==> config.mk <==
export PLATFORM = sky130hd
export DESIGN_NAME = ntsc_timing_sequencer
export DESIGN_NICKNAME = d
export VERILOG_FILES = /design/src/rtl/ntsc_timing_sequencer.sv
export SDC_FILE = /design/constraint.sdc
export NUM_CORES = 1
export LEC_CHECK = 0
export CAP_MARGIN = 10
export CORE_MARGIN = 4
export CORE_UTILIZATION = 40
export CTS_BUF_LIST = sky130_fd_sc_hd__clkbuf_4
export CTS_CLUSTER_SIZE = 14
export DETAILED_ROUTE_END_ITERATION = 6
export MAX_ROUTING_LAYER = met4
export PLACE_DENSITY = 0.6
export SYNTH_ARGS = -nofsm -noshare
export SYNTH_HDL_FRONTEND = slang
export SYNTH_SLANG_ARGS = --single-unit
==> constraint.sdc <==
create_clock -name phaseClock -period 4.4 [get_ports phaseClock]
set_clock_uncertainty 0.2 [all_clocks]
set_input_delay 0.66 -clock phaseClock [delete_from_list [all_inputs] [get_ports phaseClock]]
set_output_delay 0.66 -clock phaseClock [all_outputs]
set_load 0.01 [all_outputs]
==> src/rtl/ntsc_timing_sequencer.sv <==
// Master line/field sequencer for the NTSC composite generator, clocked at 16*fsc.
// Define NTSC_INTERLACE_EN for 480i (525 half-lines per field, alternating field start); default is 240p.
module ntsc_timing_sequencer (
    input  logic       phaseClock,
    input  logic       reset,
    output logic [3:0] subcarrierPhase,
    output logic       sync,
    output logic       blank,
    output logic       burst,
    output logic       pixelReq,
    output logic [8:0] pixelX,
    output logic [7:0] pixelY,
    output logic       field,
    output logic       frameStart
);

    localparam logic [11:0] H_TOTAL      = 12'd3640;
    localparam logic [11:0] H_HALF       = 12'd1820;
    localparam logic [11:0] H_SYNC       = 12'd269;
    localparam logic [11:0] EQ_WIDTH     = 12'd134;
    localparam logic [11:0] BROAD_WIDTH  = 12'd1551;
    localparam logic [11:0] BURST_START  = 12'd306;
    localparam logic [11:0] BURST_END    = 12'd450;
    localparam logic [11:0] ACT_START    = 12'd624;
    localparam logic [11:0] ACT_END      = 12'd3184;
    localparam logic [11:0] PIXEL_LEAD   = 12'd4;
    localparam logic [9:0]  ACT_HL_FIRST = 10'd42;
    localparam logic [9:0]  ACT_HL_END   = 10'd522;
    localparam logic [8:0]  ACT_LINE_0   = 9'd21;

`ifdef NTSC_INTERLACE_EN
    localparam logic [9:0]  HL_TOTAL     = 10'd525;
`else
    localparam logic [9:0]  HL_TOTAL     = 10'd524;
`endif

    typedef enum logic [1:0] {
        HL_EQUALIZE = 2'd0,
        HL_BROAD    = 2'd1,
        HL_NORMAL   = 2'd2
    } hl_class_t;

    logic [11:0] h_r;
    logic [9:0]  hl_r;
    logic [3:0]  phase_r;
    logic        field_r;

    logic        h_wrap_s;
    logic        hl_step_s;
    logic        hl_wrap_s;
    logic [11:0] h_next_s;
    logic [9:0]  hl_next_s;

    hl_class_t   hl_class_s;
    logic [11:0] hh_s;
    logic        sync_s;
    logic        act_line_s;
    logic        active_s;
    logic        blank_s;
    logic        burst_s;
    logic [11:0] h_lead_s;
    logic [11:0] pix_off_s;
    logic        pix_req_s;
    logic [7:0]  pix_row_s;
    logic        frame_start_s;

    // Counter next-state: hl advances on entry to h=0 and h=1820, together with the h wrap.
    always_comb begin
        h_wrap_s  = (h_r == (H_TOTAL - 12'd1));
        hl_step_s = h_wrap_s || (h_r == (H_HALF - 12'd1));
        hl_wrap_s = hl_step_s && (hl_r == (HL_TOTAL - 10'd1));
        if (h_wrap_s) begin
            h_next_s = 12'd0;
        end else begin
            h_next_s = h_r + 12'd1;
        end
        if (hl_wrap_s) begin
            hl_next_s = 10'd0;
        end else if (hl_step_s) begin
            hl_next_s = hl_r + 10'd1;
        end else begin
            hl_next_s = hl_r;
        end
    end

    // Half-line classification for the vertical interval.
    always_comb begin
        if (hl_r < 10'd6) begin
            hl_class_s = HL_EQUALIZE;
        end else if (hl_r < 10'd12) begin
            hl_class_s = HL_BROAD;
        end else if (hl_r < 10'd18) begin
            hl_class_s = HL_EQUALIZE;
        end else begin
            hl_class_s = HL_NORMAL;
        end
    end

    // Combinational output decode from the current counter state.
    always_comb begin
        if (h_r >= H_HALF) begin
            hh_s = h_r - H_HALF;
        end else begin
            hh_s = h_r;
        end

        // Normal-line sync is keyed to h=0 only; the mid-line half never carries hsync.
        case (hl_class_s)
            HL_EQUALIZE: sync_s = (hh_s < EQ_WIDTH);
            HL_BROAD:    sync_s = (hh_s < BROAD_WIDTH);
            HL_NORMAL:   sync_s = (h_r < H_SYNC);
            default:     sync_s = 1'b0;
        endcase

        act_line_s = (hl_r >= ACT_HL_FIRST) && (hl_r < ACT_HL_END);
        active_s   = act_line_s && (h_r >= ACT_START) && (h_r < ACT_END);
        blank_s    = !active_s || sync_s;
        burst_s    = (hl_class_s == HL_NORMAL) && (h_r >= BURST_START) &&
                     (h_r < BURST_END) && !sync_s;

        // Fetch runs PIXEL_LEAD clocks ahead so pixel data lands with the active clock.
        h_lead_s  = h_r + PIXEL_LEAD;
        pix_off_s = h_lead_s - ACT_START;
        pix_req_s = act_line_s && (h_lead_s >= ACT_START) && (h_lead_s < ACT_END) &&
                    (pix_off_s[2:0] == 3'd0);
        pix_row_s = 8'(hl_r[9:1] - ACT_LINE_0);

        frame_start_s = (hl_r == 10'd0) && (hh_s == 12'd0);
    end

    // Horizontal, half-line and subcarrier phase counters.
    always_ff @(posedge phaseClock) begin
        if (reset) begin
            h_r     <= 12'd0;
            hl_r    <= 10'd0;
            phase_r <= 4'd0;
        end else begin
            h_r     <= h_next_s;
            hl_r    <= hl_next_s;
            phase_r <= phase_r + 4'd1;
        end
    end

`ifdef NTSC_INTERLACE_EN
    // Field parity flips on every half-line wrap.
    always_ff @(posedge phaseClock) begin
        if (reset) begin
            field_r <= 1'b0;
        end else if (hl_wrap_s) begin
            field_r <= ~field_r;
        end else begin
            field_r <= field_r;
        end
    end
`else
    // Progressive frames carry a single field.
    always_ff @(posedge phaseClock) begin
        field_r <= 1'b0;
    end
`endif

    // Output register stage: every output reflects the counter state one clock earlier.
    always_ff @(posedge phaseClock) begin
        if (reset) begin
            subcarrierPhase <= 4'd0;
            sync            <= 1'b0;
            blank           <= 1'b1;
            burst           <= 1'b0;
            pixelReq        <= 1'b0;
            pixelX          <= 9'd0;
            pixelY          <= 8'd0;
            field           <= 1'b0;
            frameStart      <= 1'b0;
        end else begin
            subcarrierPhase <= phase_r;
            sync            <= sync_s;
            blank           <= blank_s;
            burst           <= burst_s;
            pixelReq        <= pix_req_s;
            field           <= field_r;
            frameStart      <= frame_start_s;
            if (pix_req_s) begin
                pixelX <= pix_off_s[11:3];
                pixelY <= pix_row_s;
            end else begin
                pixelX <= pixelX;
                pixelY <= pixelY;
            end
        end
    end

endmodule

==> flow_summary.yaml, run 1 <==
placed_design:
  port_buffers: 27
  globalplace.congestion: 0.884
  hpwl_um: 5790
timing:
  max_freq_ghz: 0.287
  setup-violations-final: 0
  slew-limit-headroom: 0.455
  fin_crit_ps: 3490
  hold_violations: 0
  rsz0062_at_grt: "no"
  slew_viol_final: 0
  worst_slew_pin_slew_ps: 816
  fin_setup_tns_ps: 0
  fin_crit_sh: 0.792
grt:
  grtUsageMet3: 0.0313
  busiest_layer: "met2"
  use_met2: 0.268
  grt_usage: 0.173
  grt_pass1_vias: 2842
  grt_antenna_before_repair: 0
  grt_max_degree: 24
  grt_overflow: 0
  grt_pass1_wl_um: 13900
  grtUsageMet1: 0.232
die:
  start_util: 0.413
  core_area_um2: 8260
  die_w_um: 100
  floorplan.die_area_um2: 10100
  rows: 33
  die_y_um: 100
  io_pins: 29
job:
  cap_violations: 0
yosys:
  synth-edff-count: 0
  synth.avg_cell_area_um2: 8.06
  ys_seq_elements: 52
  yosys.area.top_type: "dfxtp_1"
  yosysSeqAreaShare: 0.305
  synth.distinct_cells: 68
  syn_area_um2: 3410
  synth_warnings: 0
  netlist_instances: 423
  synth_area_leaders: "dfxtp_1, xnor2_1, ha_1"
  synth_nets: 440
  netlist.area_leader.share: 0.305
  synth_ff_type: "dfxtp_1"
  synthArstFlopShare: 0
routing:
  route.detailed.drc: 0
  first_pass_iters: 5
  drtIter0Drc: 174
  via_count: 3003
  final_antenna_net_count: 0
  drt_wl_total_um: 8140
  wl_per_cell_um: 15.2
  vias_per_cell: 5.60
setup_path:
  reg2reg_depth: 8
  cp-start-kind: "register"
  reg2reg_slack_ps: 910
  crit_path_start: "h_r[2]"
  slowest_stage: "dfxtp_1"
  r2r_end: "pixelY[6]"
  r2r-start: "h_r[2]"
  endpoint: "pixelY[6]"
  cp.arrival_ps: 3620
  crit_chain: "ha_1, nand2_1, or4_1, and2_4, a311o_1, a2bb2oi_2, buf_4, mux2i_1"
  worst_setup_path_end_kind: "register"
  critPathMaxFanout: 15
  cp_data_required_time_ps: 4540
  worstSetupPathType: "register to register"
  slowest_delay_ps: 660
worst_hold_path:
  worstHoldPathType: "register to register"
pwr:
  p_leak_nw: 1.37
  powerDensity_nw_per_um2: 209
  peakVddDrop_mv: 0.114
clocking:
  cts.sinks: 52
  cts_buffers: 5
  ctsHoldBuffers: 0
  insertion_delay_ps: 410
  cts_max_level: 2
  clk_path_buf_depth: 2
  root_buffer: "clkbuf_4"
  cts_tree: "yes"
  cts-resized-gates: 0
  clk_pin_slew_ps: 180
  cts_setup_buffers: 0
status:
  status: "complete, no violations"
layout:
  layout_commonest_cell: "dfxtp_1"
  drive_gt1_frac: 0.0626
  syn_to_final_growth_pct: 10.2
  antenna_cells: 0
  final_nets: 447
  final_cell_mix: "dfxtp_1, nand2_1, nor2_1"
  fin_util: 0.455
## synthesized netlist by cell type (all sizes together), types with 6 or more instances
library cell	instances
dfxtp	52
nand2	47
nor2	40
xnor2	27
clkbuf	21
o21ai	20
nor3	16
ha	15
inv	15
nand3	15
a21oi	13
nor2b	13
mux2i	12
buf	10
nand4	9
xor2	9
a31oi	6
## where the power goes
part	internal [W]	switching (W)
clock	0.0000675	0.000185
combinational	0.0000190	0.0000259
sequential	0.000479	0.00000861
total	0.000565	0.000219
## area by class of cell
type	count	area [um^2]
inverter	15	56.3
timing repair buffer	31	300
fill	830	4500
sequential	52	1040
clock buffer	5	37.5
multi-input combinational	325	2160
tap	105	131
clock inverter	3	27.5
## per-layer routing
metal  vias to the layer above  wire, um
met1                      1426      3980
li1                       1498         -
met3                        10       351
met5                         -         0
met2                        69      3700
met4                         0       114
## state kept, by name (all words and copies together), names as in the netlist
signal	cells
h_r	12
sync	1
phase_r	4
frameStart	1
pixelReq	1
pixelY	8
subcarrierPhase	4
pixelX	9
blank	1
burst	1
hl_r	10
## stage by stage
stage          power (W)  setup slack, ps  hold WS (ps)  cell area, um^2  cells
2_1_floorplan   0.000525             1640           226             3410    423
3_3_place_gp    0.000542             1100           244             3690    528
3_5_place_dp    0.000543              971           246             3690    528
4_1_cts         0.000794              938           281             3760    536
5_1_grt         0.000819              658           296             3760    536
6_report        0.000785              913           274             3760    536
## worst min-delay path by stage
stage            endpoint  cells after the start       start
3_3_place_gp   phase_r[0]                      1  phase_r[0]
5_1_grt         pixelY[6]                      2   pixelY[6]
2_1_floorplan  phase_r[0]                      1  phase_r[0]
3_5_place_dp   phase_r[0]                      1  phase_r[0]
4_1_cts         pixelY[6]                      2   pixelY[6]
6_report        pixelX[4]                      2   pixelX[4]
## critical path: cells and delay by family (launching register included)
family,cells,cell delay [ps]
compound gates,2,700
fa+ha+maj,1,560
buf+inv,1,240
flops,1,660
mux,1,190
simple gates,3,860
## logic make-up after synthesis
family          count (synthesis)  share of synthesized area
other cells                     1                    0.00110
compound gates                 78                      0.168
flops                          52                      0.305
simple gates                  177                      0.263
buf+inv                        46                     0.0605
fa+ha+maj                      16                     0.0580
xor+xnor                       36                     0.0924
mux                            17                     0.0517
Note: power is estimated with default switching activity, not from simulation.
==> run 2, diff against run 1 <==
- clock period: 4.4 -> 3.6 ns (I/O delays scaled with it)
==> run 2 against run 1 <==
Compared with the run above:
- register-to-register slack got worse by 640 ps
- routed wire length increased by 2.2%
- setup slack got worse by 640 ps
- hold slack got worse by 2.8 ps
- die area unchanged
- sequential power increased by 22%
- flip-flop and latch count unchanged
- count of clock-buffer cells in the layout unchanged
- non-clock buffer count increased by 9
- combinational power increased by 24%
- critical path depth decreased by 1
- critical endpoint is now pixelY[4]
- highest routed layer unchanged
==> flow_summary.yaml, run 2 (same netlist as run 1, synthesis figures left out) <==
die:
  die_w_um: 100
  rows: 33
  die_y_um: 100
  core_area_um2: 8260
  start_util: 0.413
  io_pins: 29
  floorplan.die_area_um2: 10100
layout:
  drive_gt1_frac: 0.0818
  final_nets: 456
  reg.largest.list: "h_r (12), hl_r (10), pixelX (9)"
  fin_util: 0.463
  layout_commonest_cell: "dfxtp_1"
  syn_to_final_growth_pct: 12.1
  fillers: 851
  largest_register_ffs: 12
  finalInstanceArea_um2: 3820
  antenna_cells: 0
  largest-register: "h_r"
  final_cell_mix: "dfxtp_1, nand2_1, nor2_1"
setup_path:
  cp-start-kind: "register"
  worstSetupPathType: "register to register"
  worst_setup_path_end_kind: "register"
  cp.arrival_ps: 3410
  reg2reg_slack_ps: 280
  critPathMaxFanout: 15
  reg2reg_depth: 7
  cp_data_required_time_ps: 3690
timing:
  max_freq_ghz: 0.301
  fin_setup_tns_ps: 0
  slew-limit-headroom: 0.530
  slew_viol_final: 0
  rsz0062_at_grt: "no"
  worst_slew_pin_slew_ps: 699
  setup-violations-final: 0
  fin_crit_ps: 3320
  fin_crit_sh: 0.923
  hold_violations: 0
worst_hold_path:
  worstHoldPathType: "register to register"
  hold_depth: 2
routing:
  drtIter0Drc: 139
  wl_per_cell_um: 15.3
  vias_per_cell: 5.51
  final_antenna_net_count: 0
  route.detailed.drc: 0
  via_count: 3001
  drt_wl_total_um: 8320
  first_pass_iters: 4
clocking:
  cts.sinks: 52
  insertion_delay_ps: 380
  cts_max_level: 2
  cts_tree: "yes"
  cts_setup_buffers: 0
  clk_pin_slew_ps: 160
  cts_buffers: 5
  ctsHoldBuffers: 0
  clk_path_buf_depth: 2
  root_buffer: "clkbuf_4"
  cts-resized-gates: 0
grt:
  grt_pass1_vias: 2890
  grt_antenna_before_repair: 0
  grt_pass1_wl_um: 14100
  grt_overflow: 0
  grt_max_degree: 24
  grt_usage: 0.175
placed_design:
  globalplace.congestion: 0.903
  postPlaceCellArea_um2: 3760
  hpwl_um: 6180
  port_buffers: 27
pwr:
  powerDensity_nw_per_um2: 245
  p_leak_nw: 1.41
  peakVddDrop_mv: 0.160
status:
  status: "complete, no violations"
job:
  cap_violations: 0
[run 2: cell types whose count changed in the layout (fill, tap and decap cells not counted)]
cell | previous run | this run
buf_4 | 4 | 13
clkinv_4 | 1 | 0
clkinvlp_4 | 1 | 2
[run 2: layout make-up]
type                    count  area, um^2  area share
inverters                  15        56.3      0.0147
repair buffers             40         368      0.0962
clock buffers               5        37.5     0.00982
clock inverters             3        26.3     0.00687
flip-flops and latches     52        1040       0.272
multi-input cells         325        2160       0.566
well taps                 105         131      0.0344
[run 2: metrics by stage]
stage / worst slack (ps) / power, W / hold WS, ps / cells
2_1_floorplan: 837 / 0.000642 / 226 / 423
3_3_place_gp: 455 / 0.000664 / 241 / 537
3_5_place_dp: 366 / 0.000663 / 252 / 537
4_1_cts: 325 / 0.000957 / 277 / 545
5_1_grt: 49.3 / 0.000988 / 296 / 545
6_report: 277 / 0.000937 / 271 / 545
[run 2: layer usage]
metal / global-route usage / vias to the layer above / share of wire
li1: - / 1507 / -
met1: 0.232 / 1402 / 0.49
met2: 0.276 / 74 / 0.46
met3: 0.0243 / 18 / 0.034
met4: 0.0528 / 0 / 0.020
met5: - / - / 0
[run 2: critical path: stages (launching register included)]
cell	delay [ps]
dfxtp_1	650
ha_1	580
nand2_1	190
or4_1	470
and2_4	200
a311o_1	330
a2bb2oi_2	260
mux2_2	360
[run 2: worst paths after layout]
path,to,startpoint
setup / recovery,pixelY[4],h_r[2]
hold / removal,pixelX[4],pixelX[4]
setup reg to reg,pixelY[4],h_r[2]
hold reg to reg,pixelX[4],pixelX[4]
[run 2: report_power, final]
part           leakage (nW)  switching (W)  internal [W]  total [W]
logic                 0.958      0.0000319     0.0000239  0.0000558
registers             0.421      0.0000106      0.000585   0.000596
clock network        0.0293       0.000204     0.0000810   0.000285
total                  1.41       0.000247      0.000690   0.000937
==> run 3, diff against run 2 <==
- SLEW_MARGIN: not set -> 40
==> results of run 3 <==
Same layout as run 2: the final DEF is identical, and so are final timing and power.
